**src/rtl/bluetooth_pkg.sv**
```systemverilog
`default_nettype none
// ============================================================================
//  Module      : bluetooth_pkg
//  Description : Shared UART timing default, TX FSM state type and the
//                clock-symbol to ASCII encoder used by TX and RX.
//  Revision    : 1.0 - initial release
// ============================================================================
package bluetooth_pkg;

  localparam int BPS = 10417;

  typedef enum logic [1:0] {
    IDLE  = 2'd0,
    START = 2'd1,
    DATA  = 2'd2,
    STOP  = 2'd3
  } tx_state_e;

  // 0..9 -> '0'..'9', 10..23 -> 'A'..'N', anything else -> '?'
  function automatic logic [7:0] sym_to_ascii(input logic [4:0] sym);
    logic [7:0] r;
    if (sym <= 5'd9) begin
      r = 8'd48 + {3'b000, sym};
    end else if (sym <= 5'd23) begin
      r = 8'd55 + {3'b000, sym};
    end else begin
      r = 8'd63;
    end
    return r;
  endfunction

endpackage
`default_nettype wire

```
**src/rtl/bluetooth_tx_fifo.sv**
```systemverilog
`default_nettype none
// ============================================================================
//  Module      : bluetooth_tx_fifo
//  Description : Synchronous FIFO with a show-ahead head and occupancy count.
//  Revision    : 1.0 - initial release
// ============================================================================
module bluetooth_tx_fifo #(
  parameter int WIDTH = 8,
  parameter int DEPTH = 4
) (
  input  logic                     clk,
  input  logic                     rst,
  input  logic                     push,
  input  logic [WIDTH-1:0]         push_data,
  input  logic                     pop,
  output logic [WIDTH-1:0]         head,
  output logic                     full,
  output logic                     empty,
  output logic [$clog2(DEPTH):0]   count
);

  localparam int c_PW = $clog2(DEPTH);

  logic [WIDTH-1:0] mem_q [DEPTH];
  logic [WIDTH-1:0] mem_d [DEPTH];
  logic [c_PW-1:0]  wr_ptr_q, wr_ptr_d;
  logic [c_PW-1:0]  rd_ptr_q, rd_ptr_d;
  logic [c_PW:0]    count_q, count_d;
  logic             w_do_push, w_do_pop;

  assign full      = (count_q == (c_PW+1)'(DEPTH));
  assign empty     = (count_q == '0);
  assign count     = count_q;
  assign head      = mem_q[rd_ptr_q];
  assign w_do_push = push && !full;
  assign w_do_pop  = pop && !empty;

  always_comb begin
    mem_d    = mem_q;
    wr_ptr_d = wr_ptr_q;
    rd_ptr_d = rd_ptr_q;
    count_d  = count_q;
    if (w_do_push) begin
      mem_d[wr_ptr_q] = push_data;
      wr_ptr_d        = wr_ptr_q + c_PW'(1);
    end
    if (w_do_pop) begin
      rd_ptr_d = rd_ptr_q + c_PW'(1);
    end
    // Simultaneous push and pop leaves occupancy unchanged
    case ({w_do_push, w_do_pop})
      2'b10:   count_d = count_q + (c_PW+1)'(1);
      2'b01:   count_d = count_q - (c_PW+1)'(1);
      default: count_d = count_q;
    endcase
  end

  always_ff @(posedge clk) begin
    if (rst) begin
      wr_ptr_q <= '0;
      rd_ptr_q <= '0;
      count_q  <= '0;
    end else begin
      wr_ptr_q <= wr_ptr_d;
      rd_ptr_q <= rd_ptr_d;
      count_q  <= count_d;
    end
  end

  always_ff @(posedge clk) begin
    mem_q <= mem_d;
  end

endmodule
`default_nettype wire

```
**src/rtl/bluetooth_tx.sv**
```systemverilog
`default_nettype none
// ============================================================================
//  Module      : bluetooth_tx
//  Description : Buffers clock symbols, encodes them to ASCII and sends them
//                as 8N1 UART frames to a Bluetooth module.
//  Revision    : 1.0 - initial release
// ============================================================================
module bluetooth_tx #(
  parameter int BPS        = bluetooth_pkg::BPS,
  parameter int FIFO_DEPTH = 4
) (
  input  logic       clk,
  input  logic       rst,
  input  logic       in_valid,
  input  logic [4:0] in_data,
  output logic       in_ready,
  output logic       tx,
  output logic       busy
);

  import bluetooth_pkg::*;

  localparam int c_CNT_W = (BPS > 1) ? $clog2(BPS) : 1;
  localparam int c_OCC_W = $clog2(FIFO_DEPTH) + 1;

  tx_state_e            state_q, state_d;
  logic [c_CNT_W-1:0]   cnt_q, cnt_d;
  logic [2:0]           idx_q, idx_d;
  logic [7:0]           shreg_q, shreg_d;
  logic                 tx_q, tx_d;

  logic                 w_push, w_pop, w_full, w_empty, w_bit_end;
  logic [7:0]           w_head;
  logic [c_OCC_W-1:0]   w_count;

  assign in_ready  = !w_full && !rst;
  assign w_push    = in_valid && in_ready;
  assign w_bit_end = (cnt_q == c_CNT_W'(BPS - 1));
  assign tx        = tx_q;
  assign busy      = !rst && ((state_q != IDLE) || (w_count != '0));

  bluetooth_tx_fifo #(
    .WIDTH (8),
    .DEPTH (FIFO_DEPTH)
  ) u_fifo (
    .clk       (clk),
    .rst       (rst),
    .push      (w_push),
    .push_data (sym_to_ascii(in_data)),
    .pop       (w_pop),
    .head      (w_head),
    .full      (w_full),
    .empty     (w_empty),
    .count     (w_count)
  );

  always_comb begin
    state_d = state_q;
    cnt_d   = cnt_q;
    idx_d   = idx_q;
    shreg_d = shreg_q;
    tx_d    = tx_q;
    w_pop   = 1'b0;
    case (state_q)
      IDLE: begin
        if (!w_empty) begin
          w_pop   = 1'b1;
          shreg_d = w_head;
          tx_d    = 1'b0;
          cnt_d   = '0;
          idx_d   = '0;
          state_d = START;
        end
      end
      START: begin
        if (w_bit_end) begin
          cnt_d   = '0;
          idx_d   = '0;
          tx_d    = shreg_q[0];
          state_d = DATA;
        end else begin
          cnt_d = cnt_q + c_CNT_W'(1);
        end
      end
      DATA: begin
        if (w_bit_end) begin
          cnt_d = '0;
          if (idx_q == 3'd7) begin
            tx_d    = 1'b1;
            state_d = STOP;
          end else begin
            // Next bit is shreg[1]; shifting keeps the LSB as the live bit
            idx_d   = idx_q + 3'd1;
            tx_d    = shreg_q[1];
            shreg_d = shreg_q >> 1;
          end
        end else begin
          cnt_d = cnt_q + c_CNT_W'(1);
        end
      end
      STOP: begin
        if (w_bit_end) begin
          cnt_d = '0;
          if (!w_empty) begin
            w_pop   = 1'b1;
            shreg_d = w_head;
            tx_d    = 1'b0;
            idx_d   = '0;
            state_d = START;
          end else begin
            tx_d    = 1'b1;
            state_d = IDLE;
          end
        end else begin
          cnt_d = cnt_q + c_CNT_W'(1);
        end
      end
      default: begin
        tx_d    = 1'b1;
        state_d = IDLE;
      end
    endcase
  end

  always_ff @(posedge clk) begin
    if (rst) begin
      state_q <= IDLE;
      cnt_q   <= '0;
      idx_q   <= '0;
      shreg_q <= '0;
      tx_q    <= 1'b1;
    end else begin
      state_q <= state_d;
      cnt_q   <= cnt_d;
      idx_q   <= idx_d;
      shreg_q <= shreg_d;
      tx_q    <= tx_d;
    end
  end

endmodule
`default_nettype wire

```
**config.mk**
```make
export PLATFORM = sky130hd
export DESIGN_NAME = bluetooth_tx
export DESIGN_NICKNAME = d
export VERILOG_FILES = /design/src/rtl/bluetooth_pkg.sv /design/src/rtl/bluetooth_tx_fifo.sv /design/src/rtl/bluetooth_tx.sv
export SDC_FILE = /design/constraint.sdc
export NUM_CORES = 1
export LEC_CHECK = 0
export ABC_AREA = 1
export BUFFER_PORTS_ARGS = -buffer_cell sky130_fd_sc_hd__buf_4
export CAP_MARGIN = 10
export CORE_ASPECT_RATIO = 1.4
export CORE_MARGIN = 1.5
export CORE_UTILIZATION = 45
export DETAILED_ROUTE_END_ITERATION = 12
export SYNTH_ARGS = -nofsm -noshare
export SYNTH_HDL_FRONTEND = slang
export SYNTH_SLANG_ARGS = --single-unit
export TNS_END_PERCENT = 5
```
**constraint.sdc**
```tcl
create_clock -name clk -period 2.1 [get_ports clk]
set_input_delay 0.315 -clock clk [delete_from_list [all_inputs] [get_ports clk]]
set_output_delay 0.315 -clock clk [all_outputs]
set_load 0.02 [all_outputs]
```
[Yosys cells after proc, flatten, opt, wreduce, memory -nomap -nowiden]
Cells that the tools add are included.
Cells by class
  $add $sub $neg: 8
  order comparisons: 5
  equal/unequal tests: 14
  muxes and demuxes: 40
  bitwise operators: 2
  reduce and logical (&&, ||, !) cells: 21
Operator list (count)
  8-bit two-way mux: 8
  32-bit bitwise mux: 1
  14-bit two-way mux: 2
  14-bit one-hot mux with 2 select lines: 1
  8-bit one-hot mux with 3 select lines: 1
  8-bit binary-select mux with 2-bit select: 1
  8-bit demux with 2-bit select: 1
  3-bit two-way mux: 5
  14-bit by 1-bit adder with 14-bit output, second input constant: 1
  6-bit by 5-bit adder with 7-bit output, first input constant: 2
  14-bit equality test, second input constant: 1
  2-bit inequality test, second input constant: 6
  3-bit one-hot mux with 4 select lines: 1
  4-bit AND reduction: 3
  2-bit two-way mux: 5
  1-bit two-way mux: 9
  2-bit one-hot mux with 4 select lines: 1
  7-bit two-way mux: 1
  3-bit by 1-bit adder with 3-bit output, second input constant: 2
  2-bit equality test, second input constant: 3
  3-bit equality test, second input constant: 2
  3-bit >= comparator, second input constant: 2
  1-bit logical AND: 6
  2-bit NOT with 3-bit output: 2
  17 further kinds: 23
Word-level totals
  bits in registers: 67
  bits of input ports: 8
  output and inout bits: 3
  logic and storage cells: 102

[Longest topological paths before layout]
  depth after elaboration: 7
  mapped depth: 14
  depth with buffers taken out: 14

[Hierarchy]
A second synthesis with hierarchy kept.
Second synthesis, totals
  cells, all modules: 431
  area total of the unflattened synthesis: 3533.4 um^2
By module, submodules not included
  bluetooth_tx: times used 1, cells an instance 288, area an instance 1904.3 um^2, sequential area each 560.5 um^2
  bluetooth_tx_fifo: times used 1, cells an instance 143, area an instance 1629.1 um^2, sequential area each 1101.1 um^2

[Worst setup path after synthesis]
OpenSTA, ideal clock, no wires.
  path type: input -> register
  from: input rst
  to: register u_fifo.count_q[2] (netlist: u_fifo.count[2])
  library setup time: 0.070 ns
  data arrival time: 2.274 ns
  data required time: 2.030 ns
  path slack: -0.244 ns
  stages: 9
  buffers on the path: 1
  cells stage by stage: clkbuf_1 a21oi_1 nand2_1 ha_1 fa_1 a21oi_1 o21a_1 o21ai_0 a21oi_1
On the way
  word-level cells in the longest chain between the ends: 6
  elaborated cells between the ends (all ways): 8
  classes of those cells: eq/ne (2); mux (1); reduce/logical (5)
RTL lines
  start: declaration: RTL line bluetooth_tx.sv:13  | input logic rst,
  1-bit zero test (*): RTL line bluetooth_tx.sv:36  | assign in_ready = !w_full && !rst;
  1-bit logical AND (*): RTL line bluetooth_tx.sv:36
  net in_ready: RTL line bluetooth_tx.sv:16  | output logic in_ready,
  1-bit logical AND (*): RTL line bluetooth_tx.sv:37  | assign w_push = in_valid && in_ready;
  1-bit logical AND (*): RTL line bluetooth_tx_fifo.sv:35  | assign w_do_push = push && !full;
  2-bit by 1-bit equality test with 1-bit output or 2-bit equality test (tied branches): RTL line bluetooth_tx_fifo.sv:51  | case ({w_do_push, w_do_pop})
  3-bit one-hot mux with 2 select lines or 2-bit nonzero test (tied branches)
  end signal: assignment: RTL line bluetooth_tx_fifo.sv:66  | count_q <= count_d;
  end: declaration: RTL line bluetooth_tx_fifo.sv:28  | logic [c_PW:0] count_q, count_d;
The timed path passes the listed nets; every way through them passes the cells marked *.
A chain may end at the register's enable or synchronous reset.

[Final worst setup path]
  from: register state_q[0]
  to: register u_fifo.count_q[2] (netlist: u_fifo.count[2])
On the way
  word-level cells in the longest chain between the ends: 5
  elaborated cells between the ends (all ways): 8
  classes of those cells: eq/ne (3); mux (2); reduce/logical (3)
RTL lines
  start: declaration: RTL line bluetooth_tx.sv:26  | tx_state_e state_q, state_d;
  start signal: assignment: RTL line bluetooth_tx.sv:133  | state_q <= state_d;
  2-bit equality test or 2-bit zero test (tied branches): RTL line bluetooth_tx.sv:64  | case (state_q)
  1-bit one-hot mux with 2 select lines (*): RTL line bluetooth_tx.sv:64
  1-bit logical AND (*): RTL line bluetooth_tx_fifo.sv:36  | assign w_do_pop = pop && !empty;
  net u_fifo.w_do_pop: RTL line bluetooth_tx_fifo.sv:29  | logic w_do_push, w_do_pop;
  2-bit by 1-bit equality test with 1-bit output or 2-bit equality test (tied branches): RTL line bluetooth_tx_fifo.sv:51
  3-bit one-hot mux with 2 select lines or 2-bit nonzero test (tied branches)
Marked as above.

==> summary.txt <==
Setup path
  • CP Class: reg2reg
  • Max stage delay on crit path: between 0.3 and 0.4 ns
  • Worst path cell trace: inv_1 -> ha_4 -> nor2_2 -> nor3_2 -> nand2_2 -> inv_2 -> ha_4 -> fa_2 -> a21oi_2 -> o21a_1 -> o21ai_1 -> a21oi_1
  • Critical path arrival: between 2 and 2.5 ns
  • Worst path most repeated cell: ha_4
  • Startpoint Class: flop
  • CP bufs+invs: 2
  • WP data required: 2.38 ns
  • CP max-delay cell: fa_2
  • Max FO, Critical Path: 3
  • Cell family with most CP delay: adder cells
  • CP Capture Type: flop

Clocking
  • Reg clk slew, reported paths: roughly 0.080 ns
  • Clk_lat worst skew: 0.36 ns
  • Hold buffer count at CTS: 0
  • CTS root buf: clkbuf_8
  • CTS Buf Count: 9
  • Worst-case clock buffer depth: 2
  • H-tree depth: 3
  • Clock sink total: a little over 60
  • CTS tree: done

Floorplanning
  • IO Pins: 11
  • Die W: ~76 microns
  • Die height: 105.0 microns
  • Starting Density: 46.03%
  • Die area: about 8000 sq um
  • Core area: between 7000 and 8000 sq um
  • # rows: 37

Synth
  • Cell variety after synth: 37
  • Yosys warnings: 0
  • Sequential area share after synthesis: a little under half
  • Mapped cell area: approximately 3300 sq um
  • Syn avg cell area: around 8.1 sq um
  • Syn Nets: ~440
  • Mapped Cells: between 400 and 500
  • FF+latch count, synth: 62

Power
  • Pwr dens: roughly 1200 nW/um^2
  • Pleak: about 1.6 nW
  • Max IR drop VDD: around 540 uV
  • Power Total: 0.004846 W

Placed design
  • Hpwl dp: between 5000 and 6000 microns
  • RePlAce Congestion: 0.8633
  • Placed inst area: between 3000 and 4000 sq um
  • Port buffer count: 10

Detailed routing
  • M1 wire length: ~2700 microns
  • Max layer used: met4
  • Drt first pass iters: 4
  • # DRC: 0
  • Routed WL: about 7000 microns
  • Iter 0 DRT Violations: 126
  • Antenna Nets Post-Route: 0
  • Metal3 WL: ~150 microns
  • DR vias/cell: between 4 and 5
  • Routed wire per std cell: around 12 microns
  • Met2 WL: 3936 microns
  • DR vias: approximately 2,800

Global routing
  • Initial antenna violation count: 0
  • Overall Global Routing Usage: about a fifth
  • First-pass GRT wire length: ~12,000 microns
  • Gr ovfl total: 0
  • Vias in the first global route: roughly 2,700
  • Pin count of the biggest net entering global routing: 19

STA
  • Final-report hold violation count: 0
  • Clock Skew: 0.01210 ns
  • Clock period minus worst slack: around 1.9 ns
  • WHS: between 0.3 and 0.4 ns
  • RSZ-0062 raised after global routing: false
  • Worst slew pin tran: roughly 0.47 ns
  • F_max: approximately 520 MHz
  • Max_slew headroom: between 60% and 70%
  • Final setup violation count: 0
  • Max Slew Vio Count: 0
  • Final period util: between 90% and 100%

Layout
  • # diodes: 0
  • Layout Nets: a little under 500
  • Layout cell share with drive strength beyond 1: 21.09%
  • Cell area after layout: a little under 4000 sq um
  • Fill cells: approximately 730
  • Area growth, synth to finish: 17.69%

Run status
  • Outcome: finished, final reports clean

Hold path
  • Hold Crit Class: in2reg

Job
  • Total of max-cap violations: 0
==> tightest hold or removal path: cells and delay by family <==
kind | cells | cell delay (ns)
buffers and inverters | 2 | 0.35
AO/OA/AOI/OAI | 1 | 0.05
==> per-layer routing <==
layer | vias to the layer above | GRT usage, %
li1 | 1431 | -
met1 | 1295 | 18.80
met2 | 23 | 36.71
met3 | 14 | 4.436
met4 | 0 | 9.694
met5 | - | 0
==> kinds of logic after synthesis <==
| kind of cell | after synthesis | synth area share [%] |
|---|---|---|
| AOI/OAI and AO/OA | 81 | 12.75 |
| and+or+nand+nor | 187 | 25.35 |
| buffers and inverters | 59 | 7.516 |
| DFF | 62 | 45.47 |
| adders and majority gates | 19 | 7.330 |
| xor gates and xnor gates | 6 | 1.571 |
==> area by class of cell <==
type                    instances  area [sq um]  area share, %
clock buffers                  10         137.6          3.495
clock inverters                 6         37.54         0.9533
inverters                      49         185.2          4.703
multi-input cells             293          1630          41.40
flip-flops and latches         62          1525          38.74
well taps                      97         121.4          3.082
repair buffers                 40         300.3          7.626
==> registers in the layout (all words and copies together), names as in the netlist <==
name and flops:
tx 1, state_q 2, cnt_q 14, u_fifo.count 3
u_fifo.rd_ptr_q 2, u_fifo.mem_q 28, idx_q 3, u_fifo.wr_ptr_q 2
shreg_q 7
==> report_power, final <==
group	switching [W]	internal (W)	total, W
logic	0.00141	0.000938	0.00235
registers	0.000108	0.00145	0.00156
clock network	0.000485	0.000452	0.000938
total	0.00200	0.00285	0.00485
==> through the flow <==
stage	setup slack, ns	setup TNS (ns)	std cells	utilization, %
floorplan	0.005920	0	414	-
global placement	0.03828	0	539	50.92
detailed placement	-0.02536	-0.02536	539	50.92
CTS	0.006043	0	555	53.45
global route	0.01416	0	557	54.17
finish	0.1643	0	557	54.17
==> what timing repair did <==
item	4_1_cts	5_1_grt
resized for setup	3	12
hold endpoints to repair	0	0
endpoints found under the setup margin	2	2
pin swaps	1	6
buffers inserted	0	2
==> layout by cell type, fill, tap and decap left out, drive strengths merged <==
master / Yosys / routed
o21bai: 1 / 1
o22ai: 2 / 2
edfxtp: 28 / 28
o21ai: 41 / 41
a21oi: 32 / 32
or2: 3 / 3
clkinvlp: 0 / 3
dfxtp: 34 / 34
nand2: 90 / 90
nand4: 6 / 6
clkbuf: 2 / 10
o211ai: 1 / 1
o21a: 1 / 1
clkinv: 1 / 4
fa: 1 / 1
a22oi: 3 / 3
xor2: 4 / 4
nand3: 23 / 23
inv: 48 / 48
nor2: 62 / 62
nor3: 3 / 3
xnor2: 2 / 2
buf: 8 / 40
ha: 18 / 18
==> final timing paths <==
path | from | endpoint | slack (ns) | cells after the start
worst min register to register | cnt_q[0]$_SDFFE_PP0N_ | cnt_q[0]$_SDFFE_PP0N_ | 0.47 | 2
worst max register to register | state_q[0]$_SDFFE_PP0P_ | u_fifo.count[2]$_SDFFE_PP0P_ | 0.16 | 12
worst min-delay path | rst | state_q[0]$_SDFFE_PP0P_ | 0.39 | 3
worst max-delay path | state_q[0]$_SDFFE_PP0P_ | u_fifo.count[2]$_SDFFE_PP0P_ | 0.16 | 12
==> Yosys cell counts <==
library cell	number	share of area (%)
nand3_1	20	3.0
nor2_1	58	6.5
xnor2_1	2	0.52
nor3_1	3	0.45
dfxtp_1	34	20
xor2_1	4	1.0
fa_1	1	0.60
or2_4	1	0.26
clkbuf_1	2	0.22
nand4_1	4	0.75
o21a_1	1	0.22
nand2_2	4	0.75
buf_4	2	0.45
nor2_4	2	0.67
a21oi_1	31	4.6
buf_12	1	0.60
edfxtp_1	28	25
nand3_2	3	0.90
a22oi_1	3	0.67
clkinv_2	1	0.15
nand2_8	1	0.60
o21bai_1	1	0.22
inv_2	4	0.45
buf_2	4	0.60
nand4_2	2	0.75
buf_1	1	0.11
o211ai_1	1	0.22
ha_1	18	6.7
o21ai_0	34	5.1
nand2_4	2	0.67
or2_2	2	0.37
nor2_2	2	0.37
o22ai_1	2	0.37
nand2_1	83	9.3
inv_1	44	4.9
a21oi_2	1	0.26
o21ai_1	7	1.0
Note: power is estimated with default switching activity, not from simulation.
